`config.mk`:
```
export PLATFORM = sky130hd
export DESIGN_NAME = exp_req_ctrl
export DESIGN_NICKNAME = d
export VERILOG_FILES = /design/src/rtl/exp_req_ctrl.sv
export SDC_FILE = /design/constraint.sdc
export NUM_CORES = 1
export LEC_CHECK = 0
export BUFFER_PORTS_ARGS = -buffer_cell sky130_fd_sc_hd__buf_2
export CORE_AREA = 4 4 111 113
export DETAILED_ROUTE_END_ITERATION = 16
export DIE_AREA = 0 0 115 117
export GPL_TIMING_DRIVEN = 1
export PLACE_DENSITY = 0.52
export RECOVER_POWER = 50
export SYNTH_ARGS = -nofsm -noshare
export SYNTH_HDL_FRONTEND = slang
export SYNTH_SLANG_ARGS = --single-unit
```
`constraint.sdc`:
```
create_clock -name clk -period 3.1 [get_ports clk]
set_clock_uncertainty 0.1 [all_clocks]
set_input_delay 0.31 -clock clk [delete_from_list [all_inputs] [get_ports clk]]
set_output_delay 0.31 -clock clk [all_outputs]
set_load 0.1 [all_outputs]
```
`src/rtl/exp_req_ctrl.sv`:
```
// Exception-request source controller: latches device edges and timer ticks, issues one
// prioritised request at a time to CP0, and tracks the in-service source until ERET.
module exp_req_ctrl #(
    parameter int unsigned NSRC        = 3,
    parameter int unsigned TIMER_W     = 16,
    parameter int unsigned ACK_TIMEOUT = 8
) (
    input  logic               clk,
    input  logic               reset,
    input  logic [NSRC-1:0]    dev_req_i,
    input  logic               exp_ack_i,
    input  logic               eret_i,
    input  logic               exp_block_i,
    input  logic               timer_load_i,
    input  logic [TIMER_W-1:0] timer_din_i,
    input  logic               timer_en_i,
    output logic [NSRC-1:0]    exp_src_o,
    output logic [NSRC-1:0]    pending_o,
    output logic [NSRC-1:0]    in_service_o,
    output logic               busy_o,
    output logic               ack_err_o,
    output logic [TIMER_W-1:0] timer_count_o
);

    localparam int unsigned TmoW = (ACK_TIMEOUT > 1) ? $clog2(ACK_TIMEOUT) : 1;
    localparam logic [TmoW-1:0] TmoMax = TmoW'(ACK_TIMEOUT - 1);

    localparam logic [1:0] StIdle    = 2'd0;
    localparam logic [1:0] StReq     = 2'd1;
    localparam logic [1:0] StService = 2'd2;

    logic [1:0]         state_q, state_d;
    logic [NSRC-1:0]    dev_prev_q;
    logic               ack_prev_q;
    logic               block_q;
    logic [TIMER_W-1:0] count_q, count_d;
    logic [TIMER_W-1:0] reload_q, reload_d;
    logic [NSRC-1:0]    pending_q, pending_d;
    logic [NSRC-1:0]    sel_q, sel_d;
    logic [NSRC-1:0]    exp_src_q, exp_src_d;
    logic [NSRC-1:0]    in_service_q, in_service_d;
    logic               ack_err_q, ack_err_d;
    logic [TmoW-1:0]    tmo_q, tmo_d;

    logic               tick;
    logic               ack_rise;
    logic [NSRC-1:0]    rise;
    logic [NSRC-1:0]    clr;
    logic [NSRC-1:0]    first_pend;

    // Periodic interval timer: load beats decrement, reload on the 1 -> reload step.
    always_comb begin
        count_d  = count_q;
        reload_d = reload_q;
        tick     = 1'b0;
        if (timer_load_i) begin
            reload_d = timer_din_i;
            count_d  = timer_din_i;
        end else if (timer_en_i && (count_q != '0)) begin
            if (count_q == TIMER_W'(1)) begin
                tick    = 1'b1;
                count_d = reload_q;
            end else begin
                count_d = count_q - TIMER_W'(1);
            end
        end
    end

    assign rise     = (dev_req_i & ~dev_prev_q) | NSRC'(tick);
    assign ack_rise = exp_ack_i & ~ack_prev_q;

    // Lowest index wins.
    always_comb begin
        first_pend = '0;
        for (int i = int'(NSRC) - 1; i >= 0; i--) begin
            if (pending_q[i]) begin
                first_pend    = '0;
                first_pend[i] = 1'b1;
            end
        end
    end

    always_comb begin
        state_d      = state_q;
        sel_d        = sel_q;
        exp_src_d    = exp_src_q;
        in_service_d = in_service_q;
        ack_err_d    = ack_err_q;
        tmo_d        = tmo_q;
        clr          = '0;
        unique case (state_q)
            StIdle: begin
                // Block must have been low for a full cycle so a Status write has settled.
                if ((pending_q != '0) && !exp_block_i && !block_q) begin
                    state_d   = StReq;
                    sel_d     = first_pend;
                    exp_src_d = first_pend;
                    tmo_d     = '0;
                end
            end
            StReq: begin
                if (ack_rise) begin
                    state_d      = StService;
                    clr          = sel_q;
                    in_service_d = sel_q;
                    exp_src_d    = '0;
                end else if (exp_block_i) begin
                    state_d   = StIdle;
                    exp_src_d = '0;
                end else if (tmo_q == TmoMax) begin
                    state_d   = StIdle;
                    exp_src_d = '0;
                    ack_err_d = 1'b1;
                end else begin
                    tmo_d = tmo_q + TmoW'(1);
                end
            end
            StService: begin
                if (eret_i) begin
                    state_d      = StIdle;
                    in_service_d = '0;
                end
            end
            default: begin
                state_d      = StIdle;
                exp_src_d    = '0;
                in_service_d = '0;
            end
        endcase
    end

    // A new edge on a bit being cleared this cycle stays pending.
    assign pending_d = (pending_q & ~clr) | rise;

    always_ff @(posedge clk or posedge reset) begin
        if (reset) begin
            state_q      <= StIdle;
            dev_prev_q   <= '0;
            ack_prev_q   <= 1'b0;
            block_q      <= 1'b0;
            count_q      <= '0;
            reload_q     <= '0;
            pending_q    <= '0;
            sel_q        <= '0;
            exp_src_q    <= '0;
            in_service_q <= '0;
            ack_err_q    <= 1'b0;
            tmo_q        <= '0;
        end else begin
            state_q      <= state_d;
            dev_prev_q   <= dev_req_i;
            ack_prev_q   <= exp_ack_i;
            block_q      <= exp_block_i;
            count_q      <= count_d;
            reload_q     <= reload_d;
            pending_q    <= pending_d;
            sel_q        <= sel_d;
            exp_src_q    <= exp_src_d;
            in_service_q <= in_service_d;
            ack_err_q    <= ack_err_d;
            tmo_q        <= tmo_d;
        end
    end

    assign exp_src_o     = exp_src_q;
    assign pending_o     = pending_q;
    assign in_service_o  = in_service_q;
    assign busy_o        = (state_q != StIdle);
    assign ack_err_o     = ack_err_q;
    assign timer_count_o = count_q;

endmodule
```
**Word level (Yosys, flattened, before mapping)**

Index checks and enable logic that the tools add are counted.

- Word-level logic and storage cells: 84
- Output and inout bits: 27
- Flip-flop bits (word level): 55

- Eq/ne operators: 11
- Multiplexer cells: 30
- Bitwise logic cells: 12
- Add/sub/neg operators: 2
- Reduce and logical (&&, ||, !) cells: 17

Operator list:

| kind | number |
|---|---|
| 16-bit two-way mux | 3 |
| 3-bit two-way mux | 15 |
| 3-bit one-hot mux with 3 select lines | 2 |
| 16-bit by 1-bit == test with 1-bit output, second input constant | 1 |
| 16-bit nonzero test | 1 |
| 16-bit by 1-bit subtractor with 16-bit output, second input constant | 1 |
| 2-bit != test, second input constant | 6 |
| 2-bit two-way mux | 5 |
| 3-bit AND reduction | 3 |
| 3-bit bitwise AND | 2 |
| 3-bit inverter | 2 |
| 2-bit one-hot mux with 3 select lines | 1 |
| 3-bit one-hot mux with 2 select lines | 1 |
| 2-bit nonzero test | 3 |
| 1-bit inverter | 5 |
| 5-bit AND reduction | 1 |
| 4-bit != test, second input constant | 1 |
| 4-bit AND reduction | 1 |
| 3-bit by 1-bit adder with 3-bit output, second input constant | 1 |
| 3-bit == test, second input constant | 1 |
| 1-bit logical AND | 3 |
| 1-bit two-way mux | 3 |
| 3-bit by 1-bit OR with 3-bit output | 1 |
| 3-bit OR | 1 |
| 7 further kinds | 8 |

**Depth between registers and ports, before layout**

Gate-level depths: netlist of the first run.

- Depth in word-level cells: 7
- Depth in mapped cells: 9

**Worst setup path before layout of the first run**

Ideal clock, no wire load.

- Kind: reg-to-reg
- Start: register count_q[0], in the netlist timer_count_o[0]
- End: register count_q[5], in the netlist timer_count_o[5]
- Data required time: 2.874 ns
- Stages on the path, launching flop included: 9
- Arrival time: 2.665 ns
- Library setup time: 0.126 ns
- Path slack: 0.209 ns
- Period minus slack after synthesis: 2.891 ns
- Cells stage by stage: dfrtp_1 > ha_1 > clkbuf_1 > nor4b_1 > and4_1 > clkbuf_1 > a22oi_1 > o221ai_1 > nand2_1

- Word-level cells in the longest chain between the ends: 4
- Elaborated cells on any way between the ends: 8

RTL lines:

| element | RTL line | source |
|---|---|---|
| start, declared | 36 | `logic [TIMER_W-1:0] count_q, count_d;` |
| start signal, assigned | 154 | `count_q <= count_d;` |
| 16-bit by 1-bit subtractor with 16-bit output or 16-bit by 1-bit == test with 1-bit output (tied branches) | 64, 60 |  |
| 16-bit two-way mux | 60 | `if (count_q == TIMER_W'(1)) begin` |
| 16-bit two-way mux | 59 | `end else if (timer_en_i && (count_q != '0)) begin` |
| 16-bit two-way mux | 56 | `if (timer_load_i) begin` |

Several ways; a longest one is shown, not always the timed one. The select of a mux whose other input is x is not followed.
A chain may end at the register's enable or synchronous reset.

**Worst setup path in the final report of the first run**

- Start: register count_q[2], in the netlist timer_count_o[2]
- End: register count_q[9], in the netlist timer_count_o[9]

The elaborated chain is that of the path after synthesis.

==> results.txt, run 1 <==
Classification of the worst-slack hold path: in -> reg. The tools report the filler-free cell count of the finished design as 477. The data required time at the worst endpoint was 3190 ps; the internal power component was 0.00122 W.

STA classifies the critical path endpoint as a flop. The post-route netlist has 16.5% of its cells at a drive strength greater than 1. The fraction of the cycle the final worst path needs is 84.4%. Of the total power, the share spent switching nets is 39.5%. Routability-driven placement finished with a final weighted congestion of 0.790. The floorplan step defined a die boundary enclosing 13,500 sq um. For the mapped cell area, the log shows 2790 sq um. Buffers placed on the I/O ports in this run total 52. The run gives 7300 um as the sum of routed wire length over all layers.

Across the run, the number of max-cap violations was 0. For the number of fill cells in the layout, the log shows 1,234. From synthesis to final layout, the design area changed by 18.8%.

Of the total power, combinational logic draws 27.5%. The run gives 2 as the clock tree buffer depth. For the starting density of the core, the log shows 24.6%. Entering global routing, the biggest net connects 33 pins. The final number of hold-violating endpoints is 0. Synthesis produced a netlist with a net count of 316.

The multi-input logic area was 1260 sq um; the synthesized area divided by synthesized cell count was 9.78 sq um. The synthesized netlist cell count came out at 285. In this design, the stage delay of the slowest critical-path cell is 560 ps.

In this run the tightest slew margin relative to its limit is 21.0%. Yosys mapped a number of flops with a built-in enable equal to 0. At the pin with the least slew margin, the transition time is 1190 ps.

The tools report the sum of negative setup slack as 0 ps. The number of gates resized after CTS was 0. After floorplanning, the core was divided into 39 placement rows.

After synthesis, the largest area contributor takes up 49.4% of total cell area. The number of antenna violations at the first check in global routing was 0; the post-CTS repair timing setup buffer count was 0. The maximum operating frequency is 382 MHz. The worst register-to-register path has a depth of 5. The global-route wire length before repair was 12,200 um. Number of design rule violations left after detail routing: 0.

The detail route stage leaves a number of antenna-violating nets equal to 0. Static leakage: 1.47 nW. The run finished with clean final reports.

The startpoint identified for the worst register-to-register timing path is timer_count_o[2]$_DFFE_PP0P_. For the arrival time reported for the critical path endpoint, the log shows 2710 ps. Summed over all instances, the cell type with the most area after synthesis is sky130_fd_sc_hd__dfrtp_1.

The critical path contains buffers and inverters numbering 0 combined. The worst setup path is launched from a flop. The number of placed I/O pins was 53. The logic depth of the worst path, buffers included came out at 5. The startpoint-to-endpoint class of the critical path is reg -> reg. The register area came out at 1380 sq um.

The diode insertion count for antenna repair is 0. The die is 115 um wide. Counting I/O delays and the setup requirement, the final critical path takes 2620 ps. The share of total power dissipated in the clock network is 28.9%.

In the synthesized netlist the async set-or-reset flop fraction comes to 100%. The tree built by TritonCTS fans out to 55 sinks. Using the TritonRoute via totals, the vias-per-cell ratio works out to 4.87. The floorplan step defined a core boundary enclosing 11,300 sq um. The H-tree was split into 2 levels. Once detailed placement completed, the half-perimeter wirelength came to 5470 um. Dividing the detail-routed wire length by the instance count gives 15.3 um.

The net count of the finished layout is 364. Setup violations remaining at the end of the flow were counted as 0. TritonCTS built the clock tree. Before antenna repair, the detailed router went through 4 iterations. The height of the chip came out at 117 um.

The critical path goes through nor4_1, and4_1, and2_1, a211oi_1, o311ai_1. The most used flip-flop cell after synthesis is sky130_fd_sc_hd__dfrtp_1. The top fanout value on the critical path was 10.

The root buffer cell was sky130_fd_sc_hd__clkbuf_16. The number of max-slew violations in the final report is 0, and the power density normalized to cell area is 608 nW/um^2. Worst hold path startpoint: dev_req_i[0]. For this run, the total global-route usage over all layers was measured as 11.3%.

The analysis attributes to net switching a power of 0.000796 W. IR analysis of the VDD net gives a maximum drop of 0.353 mV. The routed layout has 2,323 vias. By area the synthesized netlist is led by sky130_fd_sc_hd__dfrtp_1 (49%), sky130_fd_sc_hd__o21ai_0 (5.0%), sky130_fd_sc_hd__nand2_1 (4.0%), sky130_fd_sc_hd__inv_1 (2.8%), sky130_fd_sc_hd__a21oi_1 (2.7%). The cell family with the largest share of critical-path delay is simple AND/OR/NAND/NOR gates. The worst hold path stage count works out to 1. TritonCTS created 5 clock buffers. Summing the sequential cell areas from Yosys gives 49.4% of the chip area. The total overflow left after global routing is 0. After detailed placement, the design holds a cell count of 468. The synthesized flop and latch total came out at 55.

For the worst-skew pair, the clock arrives at the later sink with an insertion delay of 300 ps. For this run, the number of Yosys warnings is 0. The run gives 2,344 as the via count of the first global-routing pass.

The number of distinct library cell variants in the gate-level netlist after synthesis is 53. The slowest library cell on the worst path was sky130_fd_sc_hd__nor4_1. Setup repair after global routing left no endpoint under its margin. The launch point of the critical path is timer_count_o[2]$_DFFE_PP0P_. Post-CTS clock slew at the launch and capture registers of the worst setup and hold paths: 70 ps. The detailed router finished its first iteration with 148 violations. In this run, flip-flops and latches consume 43.6% of the power.
==> cell families after synthesis <==
logic type	after synthesis	synth area share, %
compound gates	91	22.6
simple gates	89	17.5
flops	55	49.4
buf+inv	37	5.48
mux	5	1.89
fa+ha+maj	5	2.24
xor+xnor	3	0.943
==> per-layer routing <==
layer,up-vias,wire [um],track usage (%)
met1,1104,3600,16.3
li1,1143,-,-
met2,70,3230,17.4
met5,-,0,0
met3,6,425,2.83
met4,0,49,2.03
==> cells in the final DEF (no fill, tap or decap), types with 5 or more instances in the layout <==
cell                        instances
sky130_fd_sc_hd__nor2_1            10
sky130_fd_sc_hd__clkbuf_1          21
sky130_fd_sc_hd__buf_2             32
sky130_fd_sc_hd__o21ai_0           28
sky130_fd_sc_hd__a22o_1             5
sky130_fd_sc_hd__inv_1             21
sky130_fd_sc_hd__dfrtp_1           55
sky130_fd_sc_hd__ha_1               5
sky130_fd_sc_hd__clkbuf_16          5
sky130_fd_sc_hd__nor3_1             6
sky130_fd_sc_hd__a21o_1             6
sky130_fd_sc_hd__a21oi_1           15
sky130_fd_sc_hd__nand2_1           30
sky130_fd_sc_hd__nor4_1             7
sky130_fd_sc_hd__nand3_1            6
sky130_fd_sc_hd__o31ai_1            6
==> area by class of cell <==
cell class | instances | share of cell area, %
Multi-Input combinational cell | 193 | 38.0
Clock inverter | 3 | 0.718
Clock buffer | 5 | 3.78
Sequential cell | 55 | 41.6
Tap cell | 143 | 5.40
Inverter | 21 | 2.38
Timing Repair Buffer | 57 | 8.13
==> final timing paths <==
check	end	slack [ps]
setup / recovery	timer_count_o[9]$_DFFE_PP0P_	480
hold / removal	dev_prev_q[0]$_DFF_PP0_	30
setup reg to reg	timer_count_o[9]$_DFFE_PP0P_	480
hold reg to reg	exp_src_o[2]$_DFFE_PP0P_	380
max in group asynchronous	reload_q[0]$_DFFE_PP0P_	940
min in group asynchronous	ack_err_o$_DFFE_PP0P_	650
==> synthesized netlist by cell type, types with 3 or more instances <==
master	count
sky130_fd_sc_hd__nor4b_1	4
sky130_fd_sc_hd__nand4_1	4
sky130_fd_sc_hd__o21ai_0	28
sky130_fd_sc_hd__o221ai_1	4
sky130_fd_sc_hd__nor2_1	10
sky130_fd_sc_hd__or3_1	3
sky130_fd_sc_hd__buf_2	4
sky130_fd_sc_hd__clkbuf_1	8
sky130_fd_sc_hd__a21o_1	6
sky130_fd_sc_hd__o41ai_1	3
sky130_fd_sc_hd__a22oi_1	4
sky130_fd_sc_hd__xor2_1	3
sky130_fd_sc_hd__mux2i_1	3
sky130_fd_sc_hd__ha_1	5
sky130_fd_sc_hd__dfrtp_1	55
sky130_fd_sc_hd__nor4_1	7
sky130_fd_sc_hd__o31ai_1	6
sky130_fd_sc_hd__a22o_1	5
sky130_fd_sc_hd__nand3_1	6
sky130_fd_sc_hd__a21oi_1	15
sky130_fd_sc_hd__nor3_1	6
sky130_fd_sc_hd__inv_1	21
sky130_fd_sc_hd__nand2_1	30
sky130_fd_sc_hd__nor2b_1	3
==> flip-flops by register name (all words and copies together), names as in the netlist <==
name	count
ack_err_o	1
dev_prev_q	3
ack_prev_q	1
timer_count_o	16
in_service_o	3
pending_o	3
sel_q	3
reload_q	16
tmo_q	3
block_q	1
state_q	2
exp_src_o	3
==> timing repair <==
| item | 4_1_cts | 5_1_grt |
|---|---|---|
| hold endpoints to repair | 23 | 0 |
| hold buffers | 1 | 0 |
| endpoints found under the setup margin | 0 | 0 |
==> power groups by stage <==
stage | Combinational [W] | Sequential [W] | Clock [W]
2_1_floorplan | 0.000217 | 0.00111 | 0
3_3_place_gp | 0.000563 | 0.000889 | 0
3_5_place_dp | 0.000567 | 0.000892 | 0
4_1_cts | 0.000570 | 0.000878 | 0.000598
5_1_grt | 0.000598 | 0.000893 | 0.000624
6_report | 0.000555 | 0.000878 | 0.000581
==> through the flow <==
step	util (%)	hold WS [ps]	power (W)	instance area (sq um)	setup WS, ps
2_1_floorplan	-	241	0.00133	2790	209
3_3_place_gp	28.1	279	0.00145	3180	620
3_5_place_dp	28.1	280	0.00146	3180	516
4_1_cts	29.5	17.2	0.00205	3340	508
5_1_grt	29.2	19.0	0.00212	3310	361
6_report	29.2	25.6	0.00201	3310	484
(Power assumes the default switching activity.)
==> run 2: changes to the inputs <==
--- a/config.mk
+++ b/config.mk
@@ -10,7 +10,7 @@
 export DETAILED_ROUTE_END_ITERATION = 16
 export DIE_AREA = 0 0 115 117
 export GPL_TIMING_DRIVEN = 1
-export PLACE_DENSITY = 0.52
+export PLACE_DENSITY = 0.53
 export RECOVER_POWER = 50
 export SYNTH_ARGS = -nofsm -noshare
 export SYNTH_HDL_FRONTEND = slang
==> constraint.sdc (replaced) <==
create_clock -name clk -period 2.2 [get_ports clk]
set_clock_uncertainty 0.1 [all_clocks]
set_input_delay 0.22 -clock clk [delete_from_list [all_inputs] [get_ports clk]]
set_output_delay 0.22 -clock clk [all_outputs]
set_load 0.1 [all_outputs]
==> results.txt, run 2 (synthesis results as in run 1) <==
The analysis attributes to cell leakage a power of 1.77 nW. 53 I/O pins were placed. For the worst-skew pair, the clock arrives at the later sink with an insertion delay of 300 ps. Among cell families on the critical path, the largest total delay comes from simple AND/OR/NAND/NOR gates.

For this configuration, the core starts out at a cell density of 24.6%. The first routing iteration left 121 violations. The maximum number of pins on one net before global-route repair is 33. By instance count, the cell type seen most on the critical path is sky130_fd_sc_hd__or4_4.

The library cell used most frequently in the layout, excluding fill and tap cells, is sky130_fd_sc_hd__buf_2. Counting every sink on the clock net gives 55. Global routing used 12.3% of the available tracks. Cells with a size suffix above 1 make up 39.5% of the layout. Static timing analysis puts the maximum clock frequency at 450 MHz. STA classifies the critical path startpoint as a flop. Slowest library cell on the worst path: sky130_fd_sc_hd__or4_4. The deepest level of the CTS H-tree was 2; the minimum period implied by the final worst setup slack was 2220 ps. The slew of the pin with the lowest slew margin was 891 ps. The diode insertion count for antenna repair was 0; the height of the chip was 117 um. The number of antenna violations at the first check in global routing came out at 0. From synthesis to final layout, the design area changed by 38.6%. The area of the placeable core was 11,300 sq um; the final number of hold-violating endpoints was 0. The flow ran to the end, but the final reports show violations. The detailed router placed 2,556 vias in this run. Together, buffers and inverters on the worst path number 0. The fraction of the cycle the final worst path needs works out to 101%. The final reports fail on negative setup slack. The highest cell delay on the worst timing path was 570 ps. Across the run, the number of max-cap violations was 0. TritonCTS built the clock tree. Leaving out fill and tap cells, the most frequent cells in the layout are sky130_fd_sc_hd__buf_2 (47), sky130_fd_sc_hd__buf_4 (46), sky130_fd_sc_hd__dfrtp_1 (39). The element type at the critical path end is a flop. The worst hold path belongs to the class in -> reg. After detailed routing, the number of remaining DRC violations is 0. The signal on the critical path passes through or4_4, or4_4, o31a_1, o41ai_2, o31ai_1. Global-route congestion overflow total: 0. The post-CTS clock slew at the launch and capture registers of the worst setup and hold paths was 70 ps.

In the final design database the tool counted 412 nets. For the worst-case setup margin in the final layout, the log shows -22.5 ps. After the flow finishes, the layout carries non-filler instances totaling 525. Setup repair after global routing could not meet its margin everywhere. Fill cells in the final layout number 1,170.

Final setup violation count: 1. The number of max-slew violations in the final report is 0, and the maximum vdd drop is 0.628 mV. The top fanout value on the critical path is 4, and the final cell utilization of the core is 34.1%. Data on the critical path is required at its endpoint by 2280 ps. In this run the power density over the cells is 773 nW/um^2.

Area of the die: 13,500 sq um. The run gives 2,598 as the via count of the first global-routing pass. The count of nets left with antenna violations once routing finished came out at 0. For the number of placed cells counting well taps, the log shows 504. Startpoint-to-endpoint class of the critical path: reg -> reg. The HPWL after detailed placement is 5960 um. The tree is rooted in a sky130_fd_sc_hd__clkbuf_16. The clock passes through at most 2 buffers. The number of buffers added on ports is 52. The final layout contains routed wiring with a total length of 7970 um. The global-route wire length before repair is 13,200 um, and the row count is 39.

The routed length per placed instance works out to 15.2 um. The detail-routed via count per cell is 4.87, and the arrival time reported for the critical path endpoint is 2300 ps. The overall die width is 115 um, and the TritonCTS buffer count is 5. The first-pass detailed-route iteration total is 4, and the relative slew slack is 40.5%. The final RePlAce weighted congestion is 0.833. Power comes to 0.00299 W.
==> run 2: worst paths after layout <==
kind	slack [ps]	from	cells after the start	to
min in group asynchronous	550	reset	3	exp_src_o[2]$_DFFE_PP0P_
worst max register to register	-20	timer_count_o[3]$_DFFE_PP0P_	5	timer_count_o[13]$_DFFE_PP0P_
worst max-delay path	-20	timer_count_o[3]$_DFFE_PP0P_	5	timer_count_o[13]$_DFFE_PP0P_
max in group asynchronous	340	reset	4	timer_count_o[15]$_DFFE_PP0P_
worst min-delay path	50	timer_din_i[14]	3	timer_count_o[14]$_DFFE_PP0P_
worst min register to register	370	ack_err_o$_DFFE_PP0P_	1	ack_err_o$_DFFE_PP0P_
==> run 2: per-stage QoR <==
step	cell area, sq um	setup slack [ps]	TNS, ps	hold WS [ps]
2_1_floorplan	2920	-250	-1580	151
3_3_place_gp	3550	-7.15	-7.15	201
3_5_place_dp	3550	-27.3	-34.2	202
4_1_cts	3790	-18.0	-20.0	47.5
5_1_grt	3860	-124	-327	57.4
6_report	3860	-22.5	-22.5	50.9
==> run 2: worst min-delay path, stage by stage <==
cell                      delay, ps
sky130_fd_sc_hd__buf_2           80
sky130_fd_sc_hd__nand2_1         50
sky130_fd_sc_hd__o31ai_1         60
==> run 2: power by group <==
part	switching [W]	total [W]	leakage [nW]	internal, W
sequential	0.0000886	0.00121	0.653	0.00113
combinational	0.000681	0.000945	1.05	0.000264
clock	0.000393	0.000829	0.0723	0.000435
==> run 2: repair_timing <==
item / CTS / global route
resized for setup: 1 / 16
gates cloned: 0 / 0
pin swaps: 2 / 3
endpoints found under the hold margin: 28 / 0
setup buffers: 4 / 3
hold buffers: 6 / 0
setup endpoints to repair: 6 / 14
==> run 2: layout make-up <==
class / instances / area [sq um] / share of cell area (%)
clock buffer: 5 / 125 / 3.24
clock inverter: 3 / 27.5 / 0.712
inverter: 21 / 81.3 / 2.10
multi-input combinational: 193 / 1390 / 35.9
sequential: 55 / 1400 / 36.1
tap: 143 / 179 / 4.63
timing repair buffer: 105 / 667 / 17.3
==> run 2: routing by layer <==
| metal | track usage [%] | vias up | share of wire [%] |
|---|---|---|---|
| li1 | - | 1236 | - |
| met1 | 16.2 | 1254 | 47 |
| met2 | 20.9 | 59 | 47 |
| met3 | 2.88 | 7 | 5.5 |
| met4 | 2.11 | 0 | 0.90 |
| met5 | 0 | - | 0 |
==> run 3: changes to the inputs <==
--- a/config.mk
+++ b/config.mk
@@ -6,9 +6,9 @@
 export NUM_CORES = 1
 export LEC_CHECK = 0
 export BUFFER_PORTS_ARGS = -buffer_cell sky130_fd_sc_hd__buf_2
-export CORE_AREA = 4 4 111 113
+export CORE_AREA = 4 4 106 118
 export DETAILED_ROUTE_END_ITERATION = 16
-export DIE_AREA = 0 0 115 117
+export DIE_AREA = 0 0 110 122
 export GPL_TIMING_DRIVEN = 1
 export PLACE_DENSITY = 0.53
 export RECOVER_POWER = 50
==> results.txt, run 3 (synthesis results as in run 1) <==
In this run the number of H-tree levels came out at 2. The type of origin of the critical path is a flop. The clock tree buffer depth was 2; the TritonCTS buffer count was 5.

For the initial detailed-routing violation count, the log shows 100. The element type at the critical path end is a flop. The run gives 507 as the number of placed cells counting well taps. For the pin with the worst max-slew slack, the measured transition is 1350 ps. Along the worst path, the maximum fanout reaches 4. The launching point of the worst reg2reg path was timer_count_o[1]$_DFFE_PP0P_. Max-cap violations in this run came to 0. At the later pin of the worst-skew pair, clock insertion delay measures 290 ps.

The number of cells on the worst reg-to-reg path came out at 5. The core region is 11,300 sq um. The overall die width was 110 um. The detailed router placed 2,522 vias in this run. The via count of the first global-routing pass is 2,637. Setup slack on the worst reg-to-reg path comes out at 9 ps. Walking the worst path, the cells encountered are or4_4, or4_4, o31a_1, o41ai_2, o31ai_1. The count of nets left with antenna violations once routing finished came out at 0. The run finished with clean final reports. For the estimated wirelength of the detail-placed design, the log shows 5710 um.

The data required time at the worst endpoint was 2270 ps. From synthesis to final layout, the design area changed by 35.4%. Classification of the worst-slack hold path: in -> reg.

The number of fill cells in the layout came out at 1,172. In this run the count of I/O pins placed on the die edge is 53. Cells with a size suffix above 1 make up 36.5% of the layout.

The largest single stage delay on the critical path is 540 ps. The run gives 0 as the number of antenna violations at the first check in global routing. Tracing the worst setup path back leads to its startpoint at timer_count_o[1]$_DFFE_PP0P_. The logs give 13,400 sq um for the area of the die and 4 for the first-pass detailed-route iteration total. The critical path is of the reg -> reg type.

The height of the chip is 122 um, and the number of design rule violations left after detail routing is 0. Most common cell after layout, fill and taps aside: sky130_fd_sc_hd__buf_2. Entering global routing, the biggest net connects 56 pins. For this design the static power due to leakage is 1.72 nW. The sum of routed wire length over all layers is 7750 um. Dividing the detail-routed via count by the number of cells gives 4.80.

The clock period could shrink to 2190 ps. Measured against its own limit, the worst slew margin works out to 10.3%. Setup violations remaining at the end of the flow were counted as 0.

Multi-input logic area: 1350 sq um. Derived from the worst setup path, the maximum achievable clock frequency is 456 MHz. The number of buffers added on ports is 52, and the final net count is 405.

The global-route congestion overflow total is 0. Setup repair after global routing could not meet its margin everywhere. After clock tree synthesis, the clock-pin slew on the worst setup and hold paths is 70 ps.

The tools report the root buffer cell as sky130_fd_sc_hd__clkbuf_16. The logs give 0.467 mV for the maximum vdd drop and 0 for the diode insertion count for antenna repair. The fraction of the cycle the final worst path needs is 99.6%. The run gives 24.6% as the starting density of the core. The cell that appears most often on the critical path is sky130_fd_sc_hd__or4_4. The finished layout holds 525 standard cells, fillers aside. The logs give 0 for the number of max-slew violations in the final report and 41 for the row count. After detailed routing, the average wire length per cell comes to 14.8 um. For the final number of hold-violating endpoints, the log shows 0. The destination of the worst register-to-register timing path was timer_count_o[13]$_DFFE_PP0P_.

The sequential cells in the finished layout cover a total of 1400 sq um. TritonCTS built the clock tree. Data on the critical path arrives at its endpoint at 2260 ps.

For this design, the sink count on the clock tree is 55. The critical path ends at timer_count_o[13]$_DFFE_PP0P_. The first global-routing pass estimated 12,600 um of wire.

For the final routed database, the setup TNS stands at 0 ps. Power spread over the standard cell area amounts to 773 nW/um^2. The slowest library cell on the worst path is sky130_fd_sc_hd__or4_4. The congestion estimate from routability-driven global placement came to 0.807. The tools report the global routing usage summed across all routing layers as 11.7%.

The top cell types in the final layout, fill and taps aside, are sky130_fd_sc_hd__buf_2 (46), sky130_fd_sc_hd__dfrtp_1 (39), sky130_fd_sc_hd__buf_4 (39).
[run 3: cell count changes in the layout (fill, tap and decap cells not counted), sizes merged]
cell / change
dlygate4sd3: -1
clkinv: +1
buf: -7
inv: -2
clkbuf: +2
[run 3: timing repair]
item                                    CTS  global route
gates resized for setup                   0             6
pin swaps                                 2             3
setup buffers                             3             2
hold endpoints to repair                  5             0
hold buffers                              5             0
cloned                                    0             0
endpoints found under the setup margin    2            11
[run 3: cell type report]
class                           count  share of cell area, %
Sequential cell                    55                   37.0
Timing Repair Buffer               98                   16.4
Multi-Input combinational cell    193                   35.7
Tap cell                          150                   4.97
Clock inverter                      2                  0.332
Inverter                           21                   2.16
Clock buffer                        6                   3.42
[run 3: worst min path at each step]
stage	depth (start not counted)	start	endpoint
after floorplan	0	exp_ack_i	ack_prev_q$_DFF_PP0_
after global placement	1	dev_req_i[2]	dev_prev_q[2]$_DFF_PP0_
after CTS	3	reset	reload_q[9]$_DFFE_PP0P_
after detailed placement	1	dev_req_i[2]	dev_prev_q[2]$_DFF_PP0_
final	3	timer_din_i[3]	timer_count_o[3]$_DFFE_PP0P_
after global routing	3	timer_din_i[13]	timer_count_o[13]$_DFFE_PP0P_
[run 3: worst max-delay path: cells and delay by family, from the launching register on]
kind	cells	cell delay, ps
simple gates	2	980
compound gates	3	550
flops	1	440
[run 3: metrics by stage]
stage	setup slack [ps]	util [%]	hold slack, ps	instance area [sq um]	total power (W)
after floorplan	-250	-	151	2920	0.00191
after global placement	8.28	31.1	245	3530	0.00212
after detailed placement	0.0329	31.1	255	3530	0.00214
after CTS	2.08	33.0	57.2	3740	0.00295
after global routing	-76.8	33.3	65.6	3770	0.00307
final	8.94	33.3	57.7	3770	0.00292
[run 3: per-layer routing]
| metal | share of wire (%) | vias up | GRT usage, % |
|---|---|---|---|
| met2 | 50 | 61 | 20.3 |
| li1 | - | 1224 | - |
| met4 | 0.90 | 0 | 2.57 |
| met3 | 4.8 | 8 | 2.76 |
| met1 | 44 | 1229 | 14.7 |
| met5 | 0 | - | 0 |
[run 3: report_power, final]
group	switching, W	internal [W]	total [W]
Combinational	0.000662	0.000252	0.000915
Sequential	0.0000951	0.00113	0.00122
Clock	0.000358	0.000421	0.000780
Total	0.00112	0.00180	0.00292
